**config.mk**
```make
export PLATFORM = sky130hd
export DESIGN_NAME = uart_tx_arbiter
export DESIGN_NICKNAME = d
export VERILOG_FILES = /design/src/rtl/uart_pkg.sv /design/src/rtl/uart_rr_pick.sv /design/src/rtl/uart_tx_arbiter.sv
export SDC_FILE = /design/constraint.sdc
export NUM_CORES = 1
export LEC_CHECK = 0
export CORE_MARGIN = 2
export CORE_UTILIZATION = 30
export DETAILED_ROUTE_END_ITERATION = 8
export PLACE_DENSITY = 0.75
export SYNTH_ARGS = -nofsm -noshare
export SYNTH_HDL_FRONTEND = slang
export SYNTH_SLANG_ARGS = --single-unit
```
**constraint.sdc**
```tcl
create_clock -name clk -period 2.74 [get_ports clk]
set_input_delay 0.274 -clock clk [delete_from_list [all_inputs] [get_ports clk]]
set_output_delay 0.274 -clock clk [all_outputs]
set_load 0.05 [all_outputs]
```
**src/rtl/uart_pkg.sv**
```systemverilog
// Shared definitions for the UART transmit arbiter: FSM state encoding and
// the grant-width helper used by the top and the round-robin picker.
package uart_pkg;

    typedef enum logic [1:0] {
        IDLE = 2'd0,
        HDR  = 2'd1,
        DATA = 2'd2
    } state_t;

    // Width of an index that can name any of `ports` requesters.
    function automatic int grant_width(input int ports);
        return (ports > 1) ? $clog2(ports) : 1;
    endfunction

endpackage

```
**src/rtl/uart_rr_pick.sv**
```systemverilog
// Round-robin winner search: first requesting index above `last`, wrapping,
// with `last` itself considered at the very end.
module uart_rr_pick
    import uart_pkg::*;
#(
    parameter int Ports = 4,
    parameter int Gw    = grant_width(Ports)
) (
    input  logic [Ports-1:0] req,
    input  logic [Gw-1:0]    last,
    output logic [Gw-1:0]    winner,
    output logic             any_req
);

    // One spare bit so last + Ports cannot overflow before the wrap.
    logic [Gw:0] idx;

    assign any_req = |req;

    // Scan from the farthest candidate down to the nearest; the nearest
    // requesting index is written last and therefore wins.
    always_comb begin
        // NOTE: every output of a combinational block gets a default first;
        // a path that leaves one unassigned would infer a latch.
        idx    = '0;
        winner = last;
        for (int i = Ports; i >= 1; i--) begin
            idx = {1'b0, last} + (Gw + 1)'(i);
            if (idx >= (Gw + 1)'(Ports)) begin
                idx = idx - (Gw + 1)'(Ports);
            end
            if (req[idx[Gw-1:0]]) begin
                winner = idx[Gw-1:0];
            end
        end
    end

endmodule

```
**src/rtl/uart_tx_arbiter.sv**
```systemverilog
// Packet-locked round-robin arbiter merging several character streams into
// one UART transmitter. Define UART_ARB_ID_TAG_EN to prefix every packet
// with a header character carrying the owner's index.
module uart_tx_arbiter
    import uart_pkg::*;
#(
    parameter int Databits = 8,
    parameter int Ports    = 4
) (
    input  logic                          clk,
    input  logic                          rst,
    input  logic [Ports*Databits-1:0]     s_axis_tdata,
    input  logic [Ports-1:0]              s_axis_tvalid,
    input  logic [Ports-1:0]              s_axis_tlast,
    output logic [Ports-1:0]              s_axis_tready,
    output logic [Databits-1:0]           m_axis_tdata,
    output logic                          m_axis_tvalid,
    input  logic                          m_axis_tready,
    output logic [grant_width(Ports)-1:0] grant,
    output logic                          busy
);

    localparam int Gw = grant_width(Ports);

    state_t        state, state_next;
    logic [Gw-1:0] grant_next;
    logic [Gw-1:0] winner;
    logic          any_req;

    uart_rr_pick #(
        .Ports (Ports),
        .Gw    (Gw)
    ) u_pick (
        .req     (s_axis_tvalid),
        .last    (grant),
        .winner  (winner),
        .any_req (any_req)
    );

    // Reset parks the pointer on the top index so port 0 is searched first.
    always_ff @(posedge clk or negedge rst) begin
        if (!rst) begin
            state <= IDLE;
            grant <= Gw'(Ports - 1);
        end else begin
            // NOTE: non-blocking assignments let every flop sample the
            // pre-edge values, so register order never matters.
            state <= state_next;
            grant <= grant_next;
        end
    end

    always_comb begin
        state_next    = state;
        grant_next    = grant;
        m_axis_tdata  = '0;
        m_axis_tvalid = 1'b0;
        s_axis_tready = '0;

        case (state)
            IDLE: begin
                if (any_req) begin
                    grant_next = winner;
`ifdef UART_ARB_ID_TAG_EN
                    state_next = HDR;
`else
                    state_next = DATA;
`endif
                end
            end

`ifdef UART_ARB_ID_TAG_EN
            HDR: begin
                m_axis_tdata  = Databits'(grant);
                m_axis_tvalid = 1'b1;
                if (m_axis_tready) begin
                    state_next = DATA;
                end
            end
`endif

            DATA: begin
                m_axis_tdata         = s_axis_tdata[int'(grant)*Databits +: Databits];
                m_axis_tvalid        = s_axis_tvalid[grant];
                s_axis_tready[grant] = m_axis_tready;
                // Ownership ends only on the handshake of the owner's last beat.
                if (s_axis_tvalid[grant] && m_axis_tready && s_axis_tlast[grant]) begin
                    state_next = IDLE;
                end
            end

            default: state_next = IDLE;
        endcase
    end

    assign busy = (state != IDLE);

endmodule

```
==> After elaboration in Yosys (flattened, before gate mapping) <==
Index checks and enable logic that the tools add are counted.
{ "totals": {"input_bits": 43, "reg_bits": 4, "output_inout_bits": 16, "word_cells": 62} }
{ "classes": {"muxes": 28, "n_eq_ne": 3, "n_lt_le_gt_ge": 10, "shift": 1, "n_addsub": 8, "n_reduce_logical": 9, "n_bitwise": 1} }
{ "ops": {"columns": ["operator", "count"], "rows": [
  ["$shiftx A32 B6 Y8", 1],
  ["$mux W2", 10],
  ["$lt A2 B3 Y1 const B", 5],
  ["$bmux W1 S2", 6],
  ["$ge A3 B3 Y1 const B", 4],
  ["$mux W1", 8],
  ["$mux W8", 1],
  ["$sub A2 B1 Y2 const B", 4],
  ["$add A2 B2 Y3 const B", 2],
  ["$and A4 B4 Y4", 1],
  ["$mux W4", 1],
  ["$ne A2 B2 Y1 const B", 2],
  ["$pmux W2 S2", 1],
  ["$reduce_bool A4 Y1", 1],
  ["$reduce_or A4 Y1", 1],
  ["$add A2 B1 Y3 const B", 1],
  ["$add A2 B3 Y3 const B", 1],
  ["$logic_and A1 B1 Y1", 3],
  ["$reduce_and A3 Y1", 1],
  ["$demux W1 S2", 1],
  ["$eq A2 B2 Y1 const B", 1],
  ["$ge A2 B1 Y1 const B", 1],
  ["$logic_not A2 Y1", 1],
  ["$reduce_and A2 Y1", 1],
  ["$reduce_bool A2 Y1", 1]
]} }

==> Longest topological paths before layout <==
Gate-level depths: netlist (run 1).
{ "logic_depth": {"ltp_word": 9, "ltp_mapped": 8, "ltp_nobuf": 6} }

==> Cells and area by module <==
From an unflattened synthesis (run 1), not the netlist that was laid out.
{ "unflattened": {"hier_cells": 54, "hier_area_um2": 529.3} }
{ "modules_own_cells": {"columns": ["module", "cells_per_inst", "n_inst", "seq_area_each_um2", "area_each_um2"], "rows": [
  ["uart_tx_arbiter", 40, 1, 77.6, 456.7],
  ["uart_rr_pick", 14, 1, 0.0, 72.6]
]} }

==> Least setup slack after synthesis (run 1) <==
No wires, ideal clock.
{ "synth_timing": {"path_kind": "register to output", "startpoint": "reg grant[0]", "endpoint": "out m_axis_tdata[5]", "arrival_ps": 1817, "required_ps": 2466, "path_stages_with_launch": 5, "path_buffers": 2, "setup_slack_ps": 649, "cell_sequence": "dfstp_2 > buf_6 > buf_12 > mux4_2 > and2_1"} }
{ "synth_between": {"elab_chain_cells": 2} }
{ "synth_rtl": {"columns": ["element", "line", "source"], "rows": [
  ["from (decl)", "uart_tx_arbiter.sv:19", "output logic [grant_width(Ports)-1:0] grant,"],
  ["from (signal assigned)", "uart_tx_arbiter.sv:44", "grant <= Gw'(Ports - 1);"],
  ["from (signal assigned)", "uart_tx_arbiter.sv:49", "grant <= grant_next;"],
  ["$shiftx A32 B6 Y8", "uart_tx_arbiter.sv:83", "m_axis_tdata = s_axis_tdata[int'(grant)*Databits +: Databits];"],
  ["$mux W8", "uart_tx_arbiter.sv:60", "case (state)"],
  ["to (decl)", "uart_tx_arbiter.sv:16", "output logic [Databits-1:0] m_axis_tdata,"]
]} }
Every way passes these cells.

==> Worst setup path in the final report (run 1) <==
{ "layout_timing": {"startpoint": "reg grant[1]", "endpoint": "out s_axis_tready[1]"} }
{ "layout_between": {"elab_chain_cells": 6, "word_cells_on_any_way": 7, "classes_between": "order compare: 2; mux: 3; bitwise: 1; reduce/logical: 1"} }
{ "layout_rtl": {"columns": ["element", "line", "source"], "rows": [
  ["$lt A2 B3 Y1 (not written as such) / $ge A2 B1 Y1 (equally long branches)", "uart_tx_arbiter.sv:85", "s_axis_tready[grant] = m_axis_tready;"],
  ["$logic_and A1 B1 Y1 (not written as such)", "uart_tx_arbiter.sv:85", null],
  ["$mux W1 (not written as such)", "uart_tx_arbiter.sv:85", null],
  ["$demux W1 S2 *", "uart_tx_arbiter.sv:85", null],
  ["$and A4 B4 Y4 (no line) *", null, null],
  ["$mux W4 *", "uart_tx_arbiter.sv:60", null],
  ["to (decl)", "uart_tx_arbiter.sv:15", "output logic [Ports-1:0] s_axis_tready,"]
]} }
Mark *: on every way between the ends. The rest lies on a longest branch, timed or not.

==> results of run 1 <==
[worst paths after layout]
| path | start | depth (start not counted) | slack, ns | to |
|---|---|---|---|---|
| worst max-delay path | grant[1]$_DFFE_PN1P_ | 5 | 0.27 | s_axis_tready[1] |
| worst min-delay path | rst | 1 | 0.22 | state[1]$_DFFE_PN0P_ |
| max in group asynchronous | rst | 1 | 2.29 | grant[0]$_DFFE_PN1P_ |
| min in group clk | m_axis_tready | 3 | 0.73 | state[1]$_DFFE_PN0P_ |
| worst min register to register | grant[1]$_DFFE_PN1P_ | 3 | 0.80 | grant[1]$_DFFE_PN1P_ |
| worst max register to register | grant[0]$_DFFE_PN1P_ | 6 | 0.65 | grant[0]$_DFFE_PN1P_ |
[through the flow]
stage	setup WS (ns)	power, uW	utilization (%)
2_1_floorplan	0.649	1030	-
3_3_place_gp	0.267	1340	58.5
3_5_place_dp	0.239	1350	58.5
4_1_cts	0.0210	1440	59.7
5_1_grt	0.168	1510	61.0
6_report	0.266	1420	61.0
[layout make-up]
class                   instances  area [um2]
repair buffers                 62         638
clock buffers                   4        26.3
well taps                      28        35.0
fillers                       197         872
flip-flops and latches          3        77.6
multi-input cells              52         569
inverters                       4        15.0
[metal layers]
metal / GRT usage, % / up-vias / share of wire [%]
met5: 0 / - / 0
met4: 2.56 / 0 / 0
met3: 5.65 / 0 / 5.2
met2: 31.7 / 27 / 53
met1: 19.8 / 370 / 42
li1: - / 380 / -
[flip-flops by register name, indices dropped and copies added, names as in the netlist]
register	cells
grant	2
state	1
[synthesized netlist by cell type]
cell type,instances
buf_6,1
dfrtp_1,1
buf_12,1
mux2_4,1
and2_1,9
inv_1,4
a211oi_1,1
mux2i_1,4
or4_1,1
mux4_1,8
buf_4,1
a21oi_1,1
o221ai_2,1
mux4_2,2
nor3_1,1
dfstp_2,2
o21ai_1,2
a2111o_1,1
o21ai_0,4
clkbuf_8,1
ha_1,4
a31oi_1,2
and3_1,4
o21a_1,1
nand2_1,1
nand4_1,1
nor2_1,2
nor4b_1,1
clkbuf_1,1
[cells by family after synthesis]
kind of cell,Yosys count,share of synthesized area (%)
simple gates,20,16.7
mux,15,43.2
flops,3,10.8
buf+inv,9,9.93
fa+ha+maj,4,6.97
compound gates,13,12.4
[what timing repair did]
item / 4_1_cts / 5_1_grt
hold buffers: 0 / 0
gates resized for setup: 0 / 11
setup endpoints to repair: 0 / 11
hold endpoints to repair: 0 / 0
[power breakdown]
group | switching (uW) | internal (uW)
clock | 25.0 | 54.7
sequential | 65.7 | 76.4
combinational | 688 | 508
total | 778 | 640
[critical path: cells and delay by family, from the launching register on]
kind / cells / cell delay (ns)
adders and majority gates: 1 / 0.19
DFF: 1 / 0.54
and+or+nand+nor: 1 / 0.18
buffers and inverters: 3 / 1.06
==> results.py, run 1 <==
metrics = {
    "status": {
        "status": "finished, final reports clean",
    },
    "pwr": {
        "power_density_nw_per_um2": 1040,
        "leakage_uw": 0.000670,
        "vdd.ir_drop.worst_mv": 0.737,
    },
    "sta": {
        "fmax_ghz": 0.404,
        "skew_ns": 0.00186,
        "finalSetupViolCount": 0,
        "timing.final.crit_share_pct": 90.3,
        "worst_pin_slew_ns": 0.528,
        "relSlewSlack_pct": 64.7,
        "post-route-min-period_ns": 2.47,
        "final_max_slew_viol_count": 0,
        "rsz0062_at_grt": "no",
        "setup_tns_ns": 0,
        "hold_ws_ns": 0.223,
        "hold_viol_final": 0,
    },
    "global_route": {
        "grt_pass1_wl_um": 3480,
        "grt_usage_pct": 17.3,
        "grt_pass1_vias": 746,
        "antenna_found_initial": 0,
        "grt_max_degree": 21,
        "overflow": 0,
    },
    "placement": {
        "io_buffers": 58,
        "dpl_cell_area_um2": 1310,
        "hpwlAfterDp_um": 1690,
        "place_inst": 149,
        "routabilityCongestion": 0.923,
    },
    "setup_path": {
        "crit_slowest_cell": "clkdlybuf4s50_1",
        "critPathLaunchType": "flip-flop",
        "path_cells": "buf_4 -> inv_1 -> ha_1 -> and3_1 -> clkdlybuf4s50_1",
        "path_max_fanout": 20,
        "arrival_ns": 2.20,
        "path_class": "flip-flop to output port",
        "worstSetupEndpointType": "output port",
        "required_ns": 2.47,
        "cpPeakStageDelay_ns": 0.69,
    },
    "cells_and_area": {
        "final_common_cell": "clkdlybuf4s50_1",
        "stdcell_area_um2": 1360,
        "drive_above_1_share_pct": 10.4,
        "syn_to_final_growth_pct": 89.5,
        "antenna_cells": 0,
        "final_cells": 153,
        "nNetsFinal": 173,
        "final_cell_mix": "47 x clkdlybuf4s50_1, 11 x dlymetal6s2s_1, 9 x and2_1, 8 x mux4_1",
    },
    "route": {
        "routed_wl_um": 2170,
        "dr.pass1.iters": 4,
        "wl_per_cell_um": 14.2,
        "ant_nets": 0,
        "drt_iter0_drc": 17,
        "viasPerCell": 5.08,
        "drc_errors": 0,
        "dr_total_vias": 777,
    },
    "cts": {
        "cts_tree": "done",
        "clkTransAtPathRegs_ns": 0.04,
        "cts-root-buf": "clkbuf_4",
        "htreeDepth": 1,
        "cts_setup_buffers": 0,
        "cts.sinks": 3,
        "clock_path_buffers": 2,
        "clock_latency_ns": 0.23,
        "numCtsBuffers": 3,
    },
    "floorplanning": {
        "start_util_pct": 32.2,
        "die_h_um": 52.9,
        "fp-row-count": 17,
        "dieArea_um2": 2800,
        "boundaryPins": 59,
        "coreArea_um2": 2230,
        "die_x_um": 52.9,
    },
    "yosys": {
        "syn_inst": 64,
        "yosysWarnings": 0,
        "yosysSeqAreaShare_pct": 10.8,
        "synth_area_leaders": "mux4_1 29%, and2_1 7.8%, dfstp_2 7.3%",
        "ys_seq_elements": 3,
        "syn-mean-instance-area_um2": 11.2,
        "yosys.area.top_type": "mux4_1",
        "synth_nets": 111,
        "netlist_area_um2": 718,
        "ys_types": 29,
        "synth_top_area_share_pct": 29.3,
    },
    "worst_hold_path": {
        "hp-class": "input port to asynchronous set/reset pin",
    },
    "run": {
        "maxCapViolCount": 0,
    },
}
Note: power is estimated with default switching activity, not from simulation.
==> run 2, diff against run 1 <==
--- a/config.mk
+++ b/config.mk
@@ -6,9 +6,10 @@
 export NUM_CORES = 1
 export LEC_CHECK = 0
 export CORE_MARGIN = 2
-export CORE_UTILIZATION = 30
+export CORE_UTILIZATION = 29
 export DETAILED_ROUTE_END_ITERATION = 8
-export PLACE_DENSITY = 0.75
+export PLACE_DENSITY = 0.84
 export SYNTH_ARGS = -nofsm -noshare
 export SYNTH_HDL_FRONTEND = slang
+export SYNTH_HIERARCHICAL = 1
 export SYNTH_SLANG_ARGS = --single-unit
==> run 2 against run 1 <==
  * Total power decreased by 4.5%
  * Flip-flop and latch count unchanged
  * Die area decreased by 22%
  * Via count decreased by 14%
  * Setup slack got worse by 0.14 ns
  * Critical path type unchanged
  * Highest routed layer is now met4
==> results.py, run 2 <==
metrics = {
    "sta": {
        "setup_tns_ns": 0,
        "post-route-min-period_ns": 2.62,
        "rsz0062_at_grt": "no",
        "hold_viol_final": 0,
        "fmax_ghz": 0.382,
        "hold_ws_ns": 0.213,
        "timing.final.crit_share_pct": 95.5,
        "worst_pin_slew_ns": 0.508,
        "layout_setup_ws_ns": 0.123,
        "relSlewSlack_pct": 66.0,
        "finalSetupViolCount": 0,
        "final_max_slew_viol_count": 0,
        "skew_ns": 0.000454,
    },
    "setup_path": {
        "startpoint": "grant[0]$_DFFE_PN1P_",
        "path_max_fanout": 9,
        "critPathLaunchType": "flip-flop",
        "rr_startpoint": "grant[0]$_DFFE_PN1P_",
        "arrival_ns": 2.34,
        "path_class": "flip-flop to output port",
        "reg2reg_to": "state[1]$_DFFE_PN0P_",
        "crit_buf_inv": 1,
        "required_ns": 2.47,
        "cpPeakStageDelay_ns": 0.69,
        "worst_r2r_path_depth": 3,
        "path_cells": "mux4_2 -> and2_1 -> clkdlybuf4s50_1",
        "worstSetupEndpointType": "output port",
        "crit_family": "buffers and inverters",
        "crit_slowest_cell": "clkdlybuf4s50_1",
        "ff2ff_setup_slack_ns": 1.05,
    },
    "floorplanning": {
        "die_x_um": 46.7,
        "fp-row-count": 15,
        "coreArea_um2": 1730,
        "dieArea_um2": 2180,
        "boundaryPins": 59,
        "die_h_um": 46.7,
        "start_util_pct": 30.7,
    },
    "cells_and_area": {
        "drive_above_1_share_pct": 13.9,
        "nNetsFinal": 159,
        "final_common_cell": "clkdlybuf4s50_1",
        "regMostFlops": "grant",
        "final_util_pct": 67.3,
        "fillers": 145,
        "largest_reg_flops": 2,
        "final_cell_mix": "56 x clkdlybuf4s50_1, 9 x and2_1, 7 x mux4_2, 7 x nor2_1, 5 x nand2_1",
        "antenna_cells": 0,
        "stdcell_area_um2": 1160,
        "syn_to_final_growth_pct": 120,
        "reg_top3": "grant x2, state x1",
    },
    "yosys": {
        "synth_edf_count": 0,
        "netlist_area_um2": 529,
        "synthTopCellsByCount": "9 x and2_1, 7 x mux4_2, 7 x nor2_1, 5 x nand2_1",
        "yosysSeqAreaShare_pct": 14.7,
        "synth_nets": 97,
        "ys_seq_elements": 3,
        "async_flop_share_pct": 100,
        "yosysMostFrequentCell": "and2_1",
        "synth_top_area_share_pct": 29.8,
        "synth_area_leaders": "mux4_2 30%, and2_1 11%, dfstp_2 9.9%",
        "yosysWarnings": 6,
        "syn_inst": 54,
        "ys.flop_type": "dfstp_2",
        "syn-mean-instance-area_um2": 9.80,
        "ys_types": 23,
        "yosys.area.top_type": "mux4_2",
    },
    "global_route": {
        "grt_max_degree": 15,
        "grt_usage_pct": 17.5,
        "grt_pass1_wl_um": 2700,
        "grt_pass1_vias": 597,
        "antenna_found_initial": 0,
        "overflow": 0,
    },
    "route": {
        "viasPerCell": 4.79,
        "wl_per_cell_um": 14.0,
        "drt_iter0_drc": 17,
        "drc_errors": 0,
        "dr_total_vias": 670,
        "dr.pass1.iters": 4,
        "routed_wl_um": 1960,
        "ant_nets": 0,
    },
    "cts": {
        "hold_buffers": 0,
        "cts_tree": "done",
        "htreeDepth": 1,
        "cts_resized": 0,
        "cts.sinks": 3,
        "cts_setup_buffers": 0,
        "numCtsBuffers": 3,
        "clock_path_buffers": 2,
        "cts-root-buf": "clkbuf_4",
        "clkTransAtPathRegs_ns": 0.04,
        "clock_latency_ns": 0.24,
    },
    "pwr": {
        "vdd.ir_drop.worst_mv": 0.690,
        "power_density_nw_per_um2": 1160,
        "leakage_uw": 0.000445,
    },
    "placement": {
        "pre_cts_ws_ns": 0.335,
        "hpwlAfterDp_um": 1640,
        "io_buffers": 58,
        "dpl_cell_area_um2": 1130,
        "routabilityCongestion": 0.706,
    },
    "run": {
        "maxCapViolCount": 0,
    },
    "status": {
        "status": "finished, final reports clean",
    },
    "worst_hold_path": {
        "hp-class": "input port to asynchronous set/reset pin",
    },
}
## run 2: logic make-up after synthesis
logic type	share of synthesized area, %
and+or+nand+nor	24.8
muxes	47.5
AOI/OAI and AO/OA	7.80
buffers and inverters	5.20
DFF	14.7
## run 2: metal layers
metal,routed length (um),global-route usage (%),up-vias
met3,272,5.10,3
met1,757,20.1,300
met5,0,0,-
met4,17,3.89,0
met2,911,32.2,41
li1,-,-,326
## run 2: cell type report
cell class	instances	area [um2]	share of cell area (%)
timing repair buffer	60	596	51.2
multi-input combinational	46	424	36.5
clock buffer	4	26.3	2.26
tap	25	31.3	2.69
sequential	3	77.6	6.67
inverter	2	7.51	0.646
## run 2: where the power goes
| part | total (uW) | internal, uW | switching (uW) |
|---|---|---|---|
| combinational | 1120 | 479 | 644 |
| clock | 83.0 | 54.9 | 28.1 |
| sequential | 147 | 77.6 | 69.3 |
## run 2: through the flow
stage	cells	total power, uW
finish	140	1350
detailed placement	136	1280
global route	140	1410
global placement	136	1260
CTS	140	1360
floorplan	54	929
## run 2: worst max-delay path by stage
stage / endpoint / slack, ns / depth (start not counted)
after floorplan: s_axis_tready[2] / 0.67 / 3
after global placement: m_axis_tdata[7] / 0.37 / 3
after detailed placement: m_axis_tdata[7] / 0.34 / 3
after CTS: m_axis_tdata[7] / 0.08 / 3
after global routing: m_axis_tdata[1] / 0.08 / 3
final: m_axis_tdata[6] / 0.12 / 3
==> run 3, diff against run 2 <==
--- a/config.mk
+++ b/config.mk
@@ -5,6 +5,7 @@
 export SDC_FILE = /design/constraint.sdc
 export NUM_CORES = 1
 export LEC_CHECK = 0
+export ABC_CLOCK_PERIOD_IN_PS = 2740
 export CORE_MARGIN = 2
 export CORE_UTILIZATION = 29
 export DETAILED_ROUTE_END_ITERATION = 8
==> results of run 3 <==
Final layout, timing and power as in run 2 (identical DEF).
